===== config.mk =====
export PLATFORM = sky130hd
export DESIGN_NAME = pio_in_capture
export DESIGN_NICKNAME = d
export VERILOG_FILES = /design/src/rtl/pio_pkg.sv /design/src/rtl/pio_debounce.sv /design/src/rtl/pio_in_capture.sv
export SDC_FILE = /design/constraint.sdc
export NUM_CORES = 1
export LEC_CHECK = 0
export BUFFER_PORTS_ARGS = -buffer_cell sky130_fd_sc_hd__buf_2
export CAP_MARGIN = 10
export CORE_MARGIN = 2
export CORE_UTILIZATION = 56
export CTS_BUF_LIST = sky130_fd_sc_hd__clkbuf_8
export DETAILED_ROUTE_END_ITERATION = 6
export PLACE_DENSITY = 0.91
export SLEW_MARGIN = 10
export SYNTH_ARGS = -nofsm -noshare
export SYNTH_HDL_FRONTEND = slang
export SYNTH_SLANG_ARGS = --single-unit

===== constraint.sdc =====
create_clock -name clk -period 1.29 [get_ports clk]
set_clock_uncertainty 0.1 [all_clocks]
set_input_delay 0.258 -clock clk [delete_from_list [all_inputs] [get_ports clk]]
set_output_delay 0.258 -clock clk [all_outputs]
set_load 0.005 [all_outputs]

===== src/rtl/pio_pkg.sv =====
// Shared constants for the input PIO: register map, edge capture modes
// and a helper that sizes the debounce counters.
package pio_pkg;

    // Register addresses on the 2-bit Avalon address bus
    localparam logic [1:0] PIO_ADDR_DATA    = 2'd0;
    localparam logic [1:0] PIO_ADDR_RSVD    = 2'd1;
    localparam logic [1:0] PIO_ADDR_IRQMASK = 2'd2;
    localparam logic [1:0] PIO_ADDR_EDGECAP = 2'd3;

    // Edge capture modes selected by the EDGE_TYPE parameter
    localparam int EDGE_RISING  = 0;
    localparam int EDGE_FALLING = 1;
    localparam int EDGE_ANY     = 2;

    // Counter width able to hold DEBOUNCE_CYCLES-1 with one bit of headroom
    function automatic int cnt_width(input int cycles);
        return $clog2(cycles) + 1;
    endfunction

endpackage


===== src/rtl/pio_debounce.sv =====
// Single-bit synchroniser followed by an optional consecutive-sample
// debouncer. With DEBOUNCE_CYCLES=0 the synchroniser output goes straight out.
module pio_debounce
    import pio_pkg::*;
#(
    parameter int SYNC_STAGES     = 2,
    parameter int DEBOUNCE_CYCLES = 0
) (
    input  logic clk,
    input  logic reset_n,
    input  logic din,
    output logic dout
);

    logic [SYNC_STAGES-1:0] sync_q;
    logic [SYNC_STAGES-1:0] sync_d;
    logic                   s_out;

    // Shift the raw input one stage deeper into the synchroniser each clock
    always_comb begin
        sync_d = {sync_q[SYNC_STAGES-2:0], din};
    end

    // Synchroniser flops, cleared by the synchronous reset
    always_ff @(posedge clk) begin
        if (!reset_n) begin
            sync_q <= '0;
        end else begin
            sync_q <= sync_d;
        end
    end

    assign s_out = sync_q[SYNC_STAGES-1];

    generate
        if (DEBOUNCE_CYCLES == 0) begin : g_bypass
            assign dout = s_out;
        end else begin : g_debounce
            localparam int               CNT_W    = cnt_width(DEBOUNCE_CYCLES);
            localparam logic [CNT_W-1:0] CNT_LAST = CNT_W'(DEBOUNCE_CYCLES - 1);

            logic [CNT_W-1:0] cnt_q;
            logic [CNT_W-1:0] cnt_d;
            logic             stable_q;
            logic             stable_d;

            // Accept a new level only after enough consecutive differing samples;
            // any sample that matches the current level restarts the count
            always_comb begin
                cnt_d    = cnt_q;
                stable_d = stable_q;
                if (s_out == stable_q) begin
                    cnt_d = '0;
                end else if (cnt_q == CNT_LAST) begin
                    stable_d = s_out;
                    cnt_d    = '0;
                end else begin
                    cnt_d = cnt_q + 1'b1;
                end
            end

            // Debounce state; reset discards any partially accumulated count
            always_ff @(posedge clk) begin
                if (!reset_n) begin
                    cnt_q    <= '0;
                    stable_q <= 1'b0;
                end else begin
                    cnt_q    <= cnt_d;
                    stable_q <= stable_d;
                end
            end

            assign dout = stable_q;
        end
    endgenerate

endmodule


===== src/rtl/pio_in_capture.sv =====
// Avalon-MM input PIO: synchronised/debounced inputs, sticky edge capture
// with write-1-to-clear, masked level interrupt and a registered read port.
module pio_in_capture
    import pio_pkg::*;
#(
    parameter int WIDTH           = 8,
    parameter int SYNC_STAGES     = 2,
    parameter int DEBOUNCE_CYCLES = 0,
    parameter int EDGE_TYPE       = 2
) (
    input  logic             clk,
    input  logic             reset_n,
    input  logic [1:0]       address,
    input  logic             chipselect,
    input  logic             write_n,
    input  logic [WIDTH-1:0] writedata,
    input  logic [WIDTH-1:0] in_port,
    output logic [WIDTH-1:0] readdata,
    output logic             irq
);

    logic [WIDTH-1:0] stable;
    logic [WIDTH-1:0] edge_det;
    logic [WIDTH-1:0] prev_q;
    logic [WIDTH-1:0] prev_d;
    logic [WIDTH-1:0] edgecap_q;
    logic [WIDTH-1:0] edgecap_d;
    logic [WIDTH-1:0] irqmask_q;
    logic [WIDTH-1:0] irqmask_d;
    logic [WIDTH-1:0] readdata_q;
    logic [WIDTH-1:0] readdata_d;
    logic             irq_q;
    logic             irq_d;
    logic             wr_en;

    genvar i;
    generate
        for (i = 0; i < WIDTH; i++) begin : g_bit
            pio_debounce #(
                .SYNC_STAGES     (SYNC_STAGES),
                .DEBOUNCE_CYCLES (DEBOUNCE_CYCLES)
            ) u_debounce (
                .clk     (clk),
                .reset_n (reset_n),
                .din     (in_port[i]),
                .dout    (stable[i])
            );
        end
    endgenerate

    assign wr_en = chipselect && !write_n;

    // Compare the stable level with last clock's copy to find selected edges
    always_comb begin
        edge_det = '0;
        if (EDGE_TYPE == EDGE_RISING) begin
            edge_det = stable & ~prev_q;
        end else if (EDGE_TYPE == EDGE_FALLING) begin
            edge_det = ~stable & prev_q;
        end else begin
            edge_det = stable ^ prev_q;
        end
    end

    // Register updates; a fresh edge is OR-ed in after the clear so set beats clear
    always_comb begin
        prev_d    = stable;
        irqmask_d = irqmask_q;
        edgecap_d = edgecap_q;
        if (wr_en && (address == PIO_ADDR_IRQMASK)) begin
            irqmask_d = writedata;
        end
        if (wr_en && (address == PIO_ADDR_EDGECAP)) begin
            edgecap_d = edgecap_q & ~writedata;
        end
        edgecap_d = edgecap_d | edge_det;
        irq_d     = |(edgecap_q & irqmask_q);
    end

    // Read mux evaluated every clock; chipselect is not needed for reads
    always_comb begin
        readdata_d = '0;
        case (address)
            PIO_ADDR_DATA:    readdata_d = stable;
            PIO_ADDR_RSVD:    readdata_d = '0;
            PIO_ADDR_IRQMASK: readdata_d = irqmask_q;
            PIO_ADDR_EDGECAP: readdata_d = edgecap_q;
            default:          readdata_d = '0;
        endcase
    end

    // All control and status flops, cleared by the synchronous reset
    always_ff @(posedge clk) begin
        if (!reset_n) begin
            prev_q     <= '0;
            irqmask_q  <= '0;
            edgecap_q  <= '0;
            readdata_q <= '0;
            irq_q      <= 1'b0;
        end else begin
            prev_q     <= prev_d;
            irqmask_q  <= irqmask_d;
            edgecap_q  <= edgecap_d;
            readdata_q <= readdata_d;
            irq_q      <= irq_d;
        end
    end

    assign readdata = readdata_q;
    assign irq      = irq_q;

endmodule


== Yosys cells after proc, flatten, opt, wreduce, memory -nomap -nowiden ==
Index checks and enable logic that the tools add are counted.
Cells by class
  equal/unequal tests: 3
  multiplexer cells: 2
  bitwise gates (word level): 5
  reductions and logical operators: 6
Operators with widths (number)
  $pmux 8 s4: 1
  $and 8x8->8: 2
  $mux 8: 1
  $not 8->8: 1
  $or 8x8->8: 1
  $reduce_or 8->1: 1
  $xor 8x8->8: 1
  $eq 2x2->1 const B: 2
  $logic_and 1x1->1: 3
  $eq 2x1->1 const B: 1
  $logic_not 2->1: 1
  $logic_not 1->1: 1
Storage, ports and cells
  register bits: 49
  bits of input ports: 22
  output and inout bits: 9
  word-level logic and storage cells: 29

== Longest topological paths before layout ==
Gate-level depths: netlist (run 1).
  word-level depth: 5
  depth in mapped cells: 5
  gate-level depth less buffers: 3

== Hierarchy ==
Synthesis (run 1) repeated with hierarchy kept, for this count alone.
Unflattened totals
  cells, all modules: 161
  area total of the unflattened synthesis: 1770.4 um2
Modules (own cells, without submodules)
  pio_in_capture: times used 1, cells an instance 129, area each 1350.0 um2, seq. area each 660.6 um2
  pio_debounce: times used 8, cells an instance 4, area each 52.6 um2, seq. area each 40.0 um2

== Worst setup path after synthesis (run 1) ==
Ideal clock, no wire load.
  kind: input-to-reg
  start point: in address[1]
  end point: reg irqmask_q[0]
  library setup time: 0.128 ns
  data arrival time: 0.915 ns
  required time: 1.062 ns
  setup slack: 0.147 ns
  stages on the path: 5
  path buffers: 2
  cells stage by stage: buf_6 -> and4bb_1 -> buf_6 -> mux2i_1 -> nor2_1
Between the ends
  longest elaborated chain between the ends: 2
RTL lines
  start: declaration: RTL line pio_in_capture.sv:13  | input logic [1:0] address,
  $eq 2x2->1: RTL line pio_in_capture.sv:70  | if (wr_en && (address == PIO_ADDR_IRQMASK)) begin
  $logic_and 1x1->1: RTL line pio_in_capture.sv:70
  end signal: assignment: RTL line pio_in_capture.sv:102  | irqmask_q <= irqmask_d;
  end: declaration: RTL line pio_in_capture.sv:28  | logic [WIDTH-1:0] irqmask_q;
No other way between the ends.
A chain may end at the register's enable or synchronous reset.

== Worst setup path in the final report (run 1) ==
  start point: reg readdata_q[7], in the netlist readdata[7]
  end point: out readdata[7]
RTL lines
  start: declaration: RTL line pio_in_capture.sv:30  | logic [WIDTH-1:0] readdata_q;
  start signal: assignment: RTL line pio_in_capture.sv:104  | readdata_q <= readdata_d;
  end: declaration: RTL line pio_in_capture.sv:18  | output logic [WIDTH-1:0] readdata,
No word-level cell between the ends.

==> run metrics, run 1 <==
WS Path Type=flip-flop to primary output; Design Area, Final=0.00206 mm2; status=completed; Die Y=59.8 um; CTS root buffer=clkbuf_8; Detailed Routing Iterations Pass 1=4; Routed WL=3.26 mm; area of the mapped netlist=0.00174 mm2; flops & latches, synth=49; most frequent cells in the layout=49 x dfxtp_1, 30 x buf_2, 24 x and2_1; Netlist cell types=16; CORE AREA=0.00300 mm2; CP startpoint kind=flip-flop; Post-Route Utilization=68.6%; Die ar.=0.00357 mm2; num rows=20; number of DRC markers in iteration 0=55; die width=59.8 um; hold_ws=0.0550 ns; Starting Density=58.0%; Area Overhead vs Synth=18.3%; CTS tree=yes; CP max stage cell=dfxtp_1; Crit. path cell count=1; Worst EP arrival=0.74 ns; nets@finish=214; peak supply drop=1.01 mV; worst min-delay path class=input pin to flip-flop; diodes inserted=0; vias per cell=5.43; Worst Hold Path Cells=2; CP max FO=1; global-route wire length before repair=5.34 mm; actual slew at the worst max-slew pin=0.631 ns; max-cap viol count=0; hpwl dp=2.31 mm; io pins=31; crit-path cells=buf_2; ANT nets after route=0; fin worst setup slack=0.187 ns; final period utilization=85.5%; RSZ-0062 raised after global routing=no; sequential share of the synthesized area=56.4%; CP Buf/Inv Count=1; Max Transition Viols Final=0; RD Place Congestion=0.845; Syn Nets=176; final setup vio count=0; Synthesis Warnings=0; fmax=0.907 GHz; Post-Synthesis Cells=154; postcts setup bufs=0; Clock Sinks=49; grt ovf=0; CTS buffer count=5; I/O Buffers=30; CTS hold repair buffers=0; R2R depth=3; Residual DRC=0; vias in the first global route=1198; relative slew slack=57.8%; Pwr Density=1420 mW/mm2; DP Area=0.00194 mm2; Clock transition at path regs=0.08 ns; largest net degree at the start of global routing=30; fill count=221; initial antenna violation count=0; Critical Path End Type=primary output; Final Hold Fails=0; Leak Pwr=0.917 nW; syn_area_per_cell=11.3 um2; CTS H-tree depth=2; commonest non-fill, non-tap cell in the layout=dfxtp_1; cell family with most CP delay=flip-flops; post-CTS sizing=0; DR WL/cell=14.4 um; min Tclk post-route=1.10 ns; layout cells sized above 1=28.5%; worst slack, placed=-0.0849 ns; worst-skew pair later-pin latency=0.30 ns; critical path data required time=0.93 ns; Global Route Usage Sum=20.8%; via count=1227; Clock Path Buffers=2; crit-path max cell delay=0.33 ns
[per-stage QoR]
stage	setup TNS [ns]	power, mW	cells
2_1_floorplan	0	1.76	154
3_3_place_gp	-0.127	1.83	218
3_5_place_dp	-1.25	1.85	218
4_1_cts	0	2.95	226
5_1_grt	0	3.04	226
6_report	0	2.93	226
[Yosys cell counts]
cell      count  area share [%]
a21boi_1      1            0.43
buf_6         4             2.6
dfxtp_1      49              56
mux2_2        8             5.2
nor2_1       17             3.7
clkbuf_1      4            0.86
mux2i_1       8             4.6
a41oi_1       1            0.50
and4b_1       1            0.58
a22oi_1      12             5.2
xor2_1        8             4.0
clkinv_1      1            0.22
a21boi_0      7             3.0
and2_1       24             8.6
and4bb_1      1            0.72
o21a_1        8             3.5
[layout make-up]
| type | instances | area, um2 | share of cell area [%] |
|---|---|---|---|
| Tap cell | 33 | 41.3 | 2.00 |
| Inverter | 1 | 3.75 | 0.182 |
| Multi-Input combinational cell | 96 | 696 | 33.8 |
| Sequential cell | 49 | 981 | 47.6 |
| Clock buffer | 6 | 82.6 | 4.01 |
| Timing Repair Buffer | 39 | 218 | 10.6 |
| Clock inverter | 2 | 37.5 | 1.82 |
[sequential cells by signal (all words and copies together), names as in the netlist]
signal	cells
readdata	8
irq	1
irqmask_q	8
g_bit.u_debounce.sync_q	16
edgecap_q	8
prev_q	8
[power breakdown]
group | leakage, nW | internal (mW) | switching (mW)
combinational | 0.459 | 0.112 | 0.0930
clock | 0.0574 | 0.630 | 0.484
sequential | 0.401 | 1.57 | 0.0350
[final timing paths]
kind,start,endpoint,slack (ns)
hold reg to reg,g_bit[2].u_debounce.sync_q[0],g_bit[2].u_debounce.sync_q[1],0.33
hold / removal,in_port[6],g_bit[6].u_debounce.sync_q[0],0.05
setup reg to reg,edgecap_q[4],readdata[4],0.26
setup / recovery,readdata[7],readdata[7],0.19
[cell families after synthesis]
kind of cell | after synthesis | synth area share (%)
DFF | 49 | 56.4
and+or+nand+nor | 43 | 13.6
AOI/OAI and AO/OA | 29 | 12.6
muxes | 16 | 9.78
buffers and inverters | 9 | 3.67
xor gates and xnor gates | 8 | 4.03
[per-layer routing]
metal	routed length (um)	track usage [%]
met1	1300	22.0
met2	1630	34.0
met3	245	8.23
met4	78	13.3
met5	0	0
No activity file was read; power rests on OpenSTA's default activity.
==> run 2: changes to the inputs <==
Settings changed: CORE_UTILIZATION 56 to 57, PLACE_DENSITY 0.91 to 0.92, SYNTH_HIERARCHICAL set to 1.
==> run metrics, run 2 <==
crit-path max cell delay=0.31 ns; mux cell area share after synthesis=9.05%; Clock transition at path regs=0.09 ns; max reg flops=16; sequential share of power=57.6%; Starting Density=59.0%; DP Area=0.00198 mm2; combinational power share=7.5%; num rows=20; die width=59.7 um; XOR/XNOR share of the synthesized area=3.96%; sequential share of the synthesized area=55.4%; postcts setup bufs=0; status=completed; Internal Power=2.17 mW; Routed WL=3.44 mm; CTS buffer count=5; top cells by area, synth=dfxtp_1 55%, mux2i_1 9.0%, and2_1 8.5%; ANT nets after route=0; cell family with most CP delay=flip-flops; largest family of logic cells by synthesized area=simple AND/OR/NAND/NOR gates; actual slew at the worst max-slew pin=0.201 ns; RSZ-0062 raised after global routing=no; max-cap viol count=0; Reg-to-Reg Start=irqmask_q[6]; hpwl dp=2.46 mm; crit path from=readdata[0]; area of the mapped netlist=0.00177 mm2; Synth area leader=dfxtp_1; worst hold start=in_port[6]; commonest non-fill, non-tap cell in the layout=dfxtp_1; vias in the first global route=1241; CP Buf/Inv Count=1; Main synth FF type=dfxtp_1; Pwr Density=1340 mW/mm2; Critical Path End Type=primary output; global-route wire length before repair=5.55 mm; fmax=0.914 GHz; Die ar.=0.00357 mm2; EDFF count, synth=0; CTS root buffer=clkbuf_8; Leak Pwr=0.931 nW; peak supply drop=0.760 mV; CORE AREA=0.00300 mm2; nets@finish=223; critical path data required time=0.93 ns; Final Hold Fails=0; final setup vio count=0; min Tclk post-route=1.09 ns; syn_area_per_cell=11.0 um2; flops & latches, synth=49; grt ovf=0; switching power share of the total=22.3%; diodes inserted=0; crit-path cells=buf_2; Synthesis Warnings=6; Final Power=2.79 mW; most frequent cells in the layout=49 x dfxtp_1, 30 x buf_2, 24 x and2_1; via count=1260; hold_ws=0.0469 ns; FF-to-FF setup slack=0.36 ns; I/O Buffers=30; Post-Synthesis Cells=161; worst-skew pair later-pin latency=0.30 ns; NetSw=0.622 mW; fill count=209; Netlist cell types=17; clock share of power=34.9%; number of DRC markers in iteration 0=39; initial antenna violation count=0; CTS H-tree depth=2; Residual DRC=0; Max Transition Viols Final=0; CTS hold repair buffers=0; fraction of registers with async set or reset after synthesis=0%; Biggest register=g_bit.u_debounce/sync_q; Worst EP arrival=0.74 ns; Design Area, Final=0.00208 mm2; Yosys top cell area share=55.4%; relative slew slack=86.2%; vias per cell=5.36; Die Y=59.7 um; RD Place Congestion=0.874; largest net degree at the start of global routing=18; WS Path Type=flip-flop to primary output; CP startpoint kind=flip-flop; share of the synthesized area in compound gates (AO/OA/AOI/OAI)=12.4%; Clock Path Buffers=2; synth cell count leaders=49 x dfxtp_1, 24 x and2_1, 16 x mux2i_1, 16 x nor2_1, 16 x o21a_1; Synth Area in Simple Gates=15.4%; Clock Sinks=49; DR WL/cell=14.6 um; Global Route Usage Sum=21.7%; Detailed Routing Iterations Pass 1=4; layout cells sized above 1=24.3%; worst min-delay path class=input pin to flip-flop; io pins=31; CP max FO=1; most frequent cell after synthesis=dfxtp_1; post-CTS sizing=0; Syn Nets=183; CTS tree=yes; post-synthesis adder-cell area fraction=0%; Area Overhead vs Synth=17.6%; final period utilization=84.8%; CP max stage cell=dfxtp_1
-- run 2: routing by layer --
layer | vias up | wire, um | part of all wire [%] | global-route usage, %
met5 | - | 0 | 0 | 0
li1 | 618 | - | - | -
met2 | 33 | 1720 | 50 | 35.7
met3 | 7 | 182 | 5.3 | 7.58
met1 | 602 | 1480 | 43 | 25.4
met4 | 0 | 57 | 1.7 | 9.52
-- run 2: final timing paths --
kind | endpoint | cells after the start
min | g_bit[6].u_debounce/sync_q[0] | 2
min reg2reg | g_bit[5].u_debounce/sync_q[1] | 1
max | readdata[0] | 1
max reg2reg | readdata[6] | 3
-- run 2: area by class of cell --
class,instances,area (um2),area share [%]
tap,33,41.3,1.98
clock inverter,1,5.00,0.240
clock buffer,7,96.3,4.63
sequential,49,981,47.1
multi-input combinational,103,722,34.7
timing repair buffer,41,233,11.2
inverter,1,3.75,0.180
-- run 2: power groups by stage --
stage                     registers [mW]  clock network (mW)  logic, mW
after global routing                1.61                1.05      0.233
after detailed placement            1.64                   0      0.210
final                               1.61               0.974      0.210
after floorplan                     1.63                   0      0.128
after global placement              1.64                   0      0.196
after CTS                           1.61               0.996      0.212
-- run 2: worst reg2reg max path: stages, from the launching register on --
cell     delay (ns)
dfxtp_1        0.39
mux2i_1        0.12
o21a_1         0.18
nor2_1         0.09
-- run 2: cells by family after synthesis --
family / after synthesis
and+or+nand+nor: 50
xor gates and xnor gates: 8
buffers and inverters: 9
DFF: 49
AOI/OAI and AO/OA: 29
muxes: 16
-- run 2: through the flow --
step                      instances  util [%]  setup TNS (ns)  setup slack [ns]
after floorplan                 161         -               0            0.0874
after global placement          227      66.0               0            0.0623
after detailed placement        227      66.0         -0.0443           -0.0182
after CTS                       235      69.3               0             0.181
after global routing            235      69.3               0             0.161
final                           235      69.3               0             0.196
